`config.mk`:
```
export PLATFORM = sky130hd
export DESIGN_NAME = seg7_scan_driver
export DESIGN_NICKNAME = d
export VERILOG_FILES = /design/src/rtl/seg7_scan_driver.sv
export SDC_FILE = /design/constraint.sdc
export NUM_CORES = 1
export LEC_CHECK = 0
export BUFFER_PORTS_ARGS = -buffer_cell sky130_fd_sc_hd__buf_2
export CAP_MARGIN = 30
export CORE_UTILIZATION = 30
export CTS_BUF_LIST = sky130_fd_sc_hd__clkbuf_4
export CTS_CLUSTER_SIZE = 30
export DETAILED_ROUTE_END_ITERATION = 12
export GPL_TIMING_DRIVEN = 1
export PLACE_DENSITY = 0.6
export SYNTH_ARGS = -nofsm -noshare
export SYNTH_HDL_FRONTEND = slang
export SYNTH_SLANG_ARGS = --single-unit
export TNS_END_PERCENT = 30
```
`constraint.sdc`:
```
create_clock -name clk_signal -period 2.2 [get_ports clk_signal]
set_input_delay 0.44 -clock clk_signal [delete_from_list [all_inputs] [get_ports clk_signal]]
set_output_delay 0.44 -clock clk_signal [all_outputs]
set_load 0.005 [all_outputs]
```
`src/rtl/seg7_scan_driver.sv`:
```
// seg7_scan_driver: 4-digit multiplexed 7-segment scanner with per-slot
// dead-time blanking, per-frame input latching, active-low outputs.
// Optional feature: define LZ_BLANK_EN for leading-zero suppression.
module seg7_scan_driver #(
    parameter int unsigned SCAN_DIV     = 100000,
    parameter int unsigned BLANK_CYCLES = 1000
) (
    input  logic        clk_signal,
    input  logic        btn_reset,
    input  logic [15:0] data_in,
    input  logic [3:0]  dp_in,
    input  logic [3:0]  digit_enable,
    output logic        frame_start,
    output logic [3:0]  digit_select,
    output logic [7:0]  segment_data
);

    localparam int unsigned CW = (SCAN_DIV > 1) ? $clog2(SCAN_DIV) : 1;
    localparam logic [CW-1:0] CNT_MAX    = CW'(SCAN_DIV - 1);
    localparam logic [CW-1:0] BLANK_LAST = CW'(BLANK_CYCLES - 1);

    localparam logic PH_BLANK = 1'b0;
    localparam logic PH_ON    = 1'b1;

    // cnt_q/idx_q/phase_q describe the slot position presented at the next edge
    logic [CW-1:0] cnt_q, cnt_d;
    logic [1:0]    idx_q, idx_d;
    logic          phase_q, phase_d;
    logic [15:0]   data_sh_q, data_sh_d;
    logic [3:0]    dp_sh_q, dp_sh_d;
    logic [3:0]    en_sh_q, en_sh_d;
    logic          fs_q, fs_d;
    logic [3:0]    dsel_q, dsel_d;
    logic [7:0]    seg_q, seg_d;

    logic          frame_edge;
    logic [3:0]    nib;
    logic [7:0]    seg_val;
    logic          lit;
    logic [3:0]    lz;

    function automatic logic [7:0] decode(input logic [3:0] n);
        case (n)
            4'd0:    decode = 8'hC0;
            4'd1:    decode = 8'hF9;
            4'd2:    decode = 8'hA4;
            4'd3:    decode = 8'hB0;
            4'd4:    decode = 8'h99;
            4'd5:    decode = 8'h92;
            4'd6:    decode = 8'h82;
            4'd7:    decode = 8'hF8;
            4'd8:    decode = 8'h80;
            4'd9:    decode = 8'h90;
            default: decode = 8'hBF;
        endcase
    endfunction

    // Next-state: slot counter, digit index, phase, frame latch and registered outputs
    always_comb begin
        cnt_d     = cnt_q;
        idx_d     = idx_q;
        phase_d   = phase_q;
        data_sh_d = data_sh_q;
        dp_sh_d   = dp_sh_q;
        en_sh_d   = en_sh_q;
        fs_d      = 1'b0;
        dsel_d    = 4'hF;
        seg_d     = 8'hFF;

        frame_edge = (cnt_q == '0) && (idx_q == '0);

        if (cnt_q == CNT_MAX) begin
            cnt_d = '0;
            idx_d = idx_q + 2'd1;
        end else begin
            cnt_d = cnt_q + 1'b1;
        end

        case (phase_q)
            PH_BLANK: if (cnt_q == BLANK_LAST) phase_d = PH_ON;
            default:  if (cnt_q == CNT_MAX)    phase_d = PH_BLANK;
        endcase

        // Position 0 of digit0 is always blank, so the old shadow never shows here
        if (frame_edge) begin
            data_sh_d = data_in;
            dp_sh_d   = dp_in;
            en_sh_d   = digit_enable;
            fs_d      = 1'b1;
        end

        nib     = data_sh_q[{idx_q, 2'b00} +: 4];
        seg_val = decode(nib);
        if (dp_sh_q[idx_q]) seg_val[7] = 1'b0;
        lit = en_sh_q[idx_q];

        lz    = 4'b0000;
`ifdef LZ_BLANK_EN
        lz[3] = (data_sh_q[15:12] == 4'd0);
        lz[2] = lz[3] && (data_sh_q[11:8] == 4'd0);
        lz[1] = lz[2] && (data_sh_q[7:4] == 4'd0);
        if (lz[idx_q]) begin
            if (dp_sh_q[idx_q]) seg_val = 8'h7F;
            else                lit     = 1'b0;
        end
`endif

        if ((phase_q == PH_ON) && lit) begin
            dsel_d = ~(4'b0001 << idx_q);
            seg_d  = seg_val;
        end
    end

    // State and output registers with synchronous reset
    always_ff @(posedge clk_signal) begin
        if (btn_reset) begin
            cnt_q     <= '0;
            idx_q     <= '0;
            phase_q   <= PH_BLANK;
            data_sh_q <= '0;
            dp_sh_q   <= '0;
            en_sh_q   <= '0;
            fs_q      <= 1'b0;
            dsel_q    <= '1;
            seg_q     <= '1;
        end else begin
            cnt_q     <= cnt_d;
            idx_q     <= idx_d;
            phase_q   <= phase_d;
            data_sh_q <= data_sh_d;
            dp_sh_q   <= dp_sh_d;
            en_sh_q   <= en_sh_d;
            fs_q      <= fs_d;
            dsel_q    <= dsel_d;
            seg_q     <= seg_d;
        end
    end

    assign frame_start  = fs_q;
    assign digit_select = dsel_q;
    assign segment_data = seg_q;

endmodule

```
==> impl_results.md <==
* Status: completed
* Setup WS post-layout at 0.262 ns
* Port bufs at 38
* Skew final at 0.0166 ns
* Vias per cell at 5.03
* RSZ-0062 raised after global routing: false
* CTS hold repair buffers at 0
* Crit-path cells: mux4_1 > ha_1 > or2_2 > a21oi_1 > o21ai_1
* Synth Warn # at 0
* Yosys reg bits at 57
* Most frequent cells in the layout: 57 x dfxtp_1, 38 x buf_2, 32 x a21oi_1, 28 x o21ai_0, 26 x nand3_1
* Detailed placement HPWL at 4080 um
* Nets at 371
* Site row count at 34
* Final hold vios at 0
* Pre-CTS WS at 0.252 ns
* Largest fanout on the critical path at 11
* CORE AREA at a little under 9000 sq um
* WHS Path Cells at 3
* DRC at 0
* Lkg Pwr at about 1.1 nW
* Multi-input logic area at ~1400 sq um
* Final setup viols at 0
* Post-CTS Resized at 0
* Tmin final at 1.94 ns
* Slew Viols, Final at 0
* Syn avg cell area at 9.09 sq um
* Kind of critical path: reg -> reg
* Clock slew at reported path FFs at 0.10 ns
* Fin crit share at 88.1%
* PwrDens at 667 nW/um^2
* Reg-to-Reg Start: idx_q[1]
* Final WL at between 5000 and 6000 um
* IO Count at 39
* # Post-CTS Setup Buffers at 0
* Crit path buffers/inverters at 0
* Die X at ~97 um
* Seq. cell area at 1140 sq um
* Commonest non-fill, non-tap cell in the layout: dfxtp_1
* Clock H-tree levels at 3
* CP max-delay cell: dfxtp_1
* Largest net degree at the start of global routing at 31
* Largest buffer count on any clock path at 2
* Leading area contributor after synthesis: dfxtp_1
* Share of layout cells above drive strength 1 at 22.1%
* Hold wc startpoint: data_in[7]
* Top achievable clock speed at 516 MHz
* Routed length per instance at around 13 um
* Initial Utilization at 30.9%
* Gate Count Post-Synth at approximately 300
* Critical Path Max Stage Delay at 0.59 ns
* Vias at 2,228
* First-pass GRT wire length at 9610 um
* GPL Wtd Cong at roughly 0.8
* Hold endpoint: data_sh_q[7]
* 1st-iter DRT viols at 101
* Num CTS Buffers at 9
* Diode count at 0
* Total design power at 2.05 mW
* Worst relative slew slack at around 63%
* Die area at approximately 9300 sq um
* Fillers at 938
* Clock Sink Count at 57
* CTS tree: built
* Die Height at 96.5 um
* Startpoint Class: flop
* Cells on worst reg2reg path at 5
* Reg2reg end: segment_data[0]
* Largest cells by area after synthesis: dfxtp_1 43%, ha_1 6.1%, a21oi_1 6.0%
* Syn Nets at 334
* MaxCap Viol Count at 0
* Cell family with most CP delay: flip-flops
* Total global routing track utilization at ~14%
* Register area share after synthesis at 42.6%
* Critical Path RT at ~2.5 ns
* Register-to-register setup slack at 0.26 ns
* Post-route ant nets at 0
* Share of the synthesized area in the top cell type at between 40% and 50%
* Drt first pass iters at 4
* VDD IR max at 177 uV
* Number of global-route vias before repair at 2,085
* Setup TNS Final at 0 ns
* Clk_lat worst skew at 0.40 ns
* Synthesis-to-layout area growth at 14.7%
* GRT overflow at 0
* Initial antenna violation count at 0
* HP Class: in -> reg
* Crit path DAT at about 2.2 ns
* Synthesized area at 2680 sq um
* Least-Margin Pin Slew at ~0.56 ns
* Cell chosen for the clock root: clkbuf_4
* Critical path endpoint category: flop
* Synth cell types at 40
==> registers in the layout, indices dropped and copies added, names as in the netlist <==
name and flops:
phase_q 1, cnt_q 17, idx_q 2, digit_select 4, en_sh_q 4, segment_data 8, dp_sh_q 4, frame_start 1
data_sh_q 16
==> power breakdown <==
group / switching, mW / internal (mW) / total, mW
Sequential: 0.0292 / 1.08 / 1.11
Combinational: 0.140 / 0.108 / 0.248
Clock: 0.371 / 0.325 / 0.696
Total: 0.541 / 1.51 / 2.05
==> cells in the mapped netlist <==
| cell type | number |
|---|---|
| dfxtp_1 | 57 |
| a21oi_1 | 32 |
| o21ai_0 | 28 |
| nand3_1 | 26 |
| nor2_1 | 20 |
| ha_1 | 13 |
| nand2_1 | 11 |
| xnor2_1 | 11 |
| nand4_1 | 10 |
| clkbuf_1 | 9 |
| inv_1 | 9 |
| nor3_1 | 9 |
| buf_2 | 7 |
| mux2i_1 | 4 |
| nor4_1 | 4 |
| o21ai_1 | 4 |
| and3_1 | 3 |
| buf_4 | 3 |
| mux4_2 | 3 |
| or3_1 | 3 |
| xor2_1 | 3 |
| a211oi_1 | 2 |
| buf_6 | 2 |
| mux4_1 | 2 |
| nand2b_1 | 2 |
| nor2b_1 | 2 |
| o21ai_2 | 2 |
| or2_2 | 2 |
| a2111oi_2 | 1 |
| and2_1 | 1 |
| and4_1 | 1 |
| mux2_2 | 1 |
| nand3_2 | 1 |
| nand3b_1 | 1 |
| nor3b_1 | 1 |
| nor4_4 | 1 |
| nor4b_2 | 1 |
| o21bai_4 | 1 |
| or3_4 | 1 |
| or4_1 | 1 |
==> per-layer routing <==
layer	share of wire [%]	global-route usage, %
met5	0	0
met1	46	16.5
met3	4.8	4.62
met4	1.6	5.51
met2	48	22.9
==> kinds of logic (layout without fill, tap and decap cells) <==
kind of cell             Yosys count  after routing  share of synthesized area [%]
adder cells (fa/ha/maj)           13             13                           6.07
multiplexers                      10             10                           6.39
AO/OA/AOI/OAI                     70             70                           14.4
AND/OR/NAND/NOR                  101            101                           20.5
flip-flops                        57             57                           42.6
buffers and inverters             30             70                           5.51
XOR/XNOR                          14             14                           4.57
==> worst min-delay path, cell delays in order <==
cell     delay, ns
buf_2         0.09
nand3_1       0.05
a21oi_1       0.05
==> worst max-delay path by stage <==
stage	endpoint	slack, ns	start	cells past startpoint
3_3_place_gp	segment_data[3]	0.32	idx_q[1]	5
3_5_place_dp	segment_data[3]	0.25	idx_q[1]	5
4_1_cts	segment_data[3]	0.25	idx_q[1]	5
6_report	segment_data[0]	0.26	idx_q[1]	5
5_1_grt	cnt_q[5]	0.12	cnt_q[0]	5
2_1_floorplan	segment_data[0]	0.09	idx_q[0]	6
==> area by class of cell <==
| class | instances | share of cell area, % |
|---|---|---|
| flip-flops and latches | 57 | 37.1 |
| clock inverters | 5 | 1.59 |
| well taps | 108 | 4.39 |
| clock buffers | 9 | 2.20 |
| inverters | 9 | 1.10 |
| multi-input cells | 208 | 45.3 |
| repair buffers | 47 | 8.38 |
==> per-stage QoR <==
stage	hold WS, ns	instance area [sq um]	cells	util [%]
final	0.281	3080	443	35.5
after detailed placement	0.465	2960	429	34.1
after floorplan	0.449	2680	295	-
after global placement	0.466	2960	429	34.1
after CTS	0.258	3080	443	35.5
after global routing	0.259	3080	443	35.5
Power figures use the tool's default switching activity.
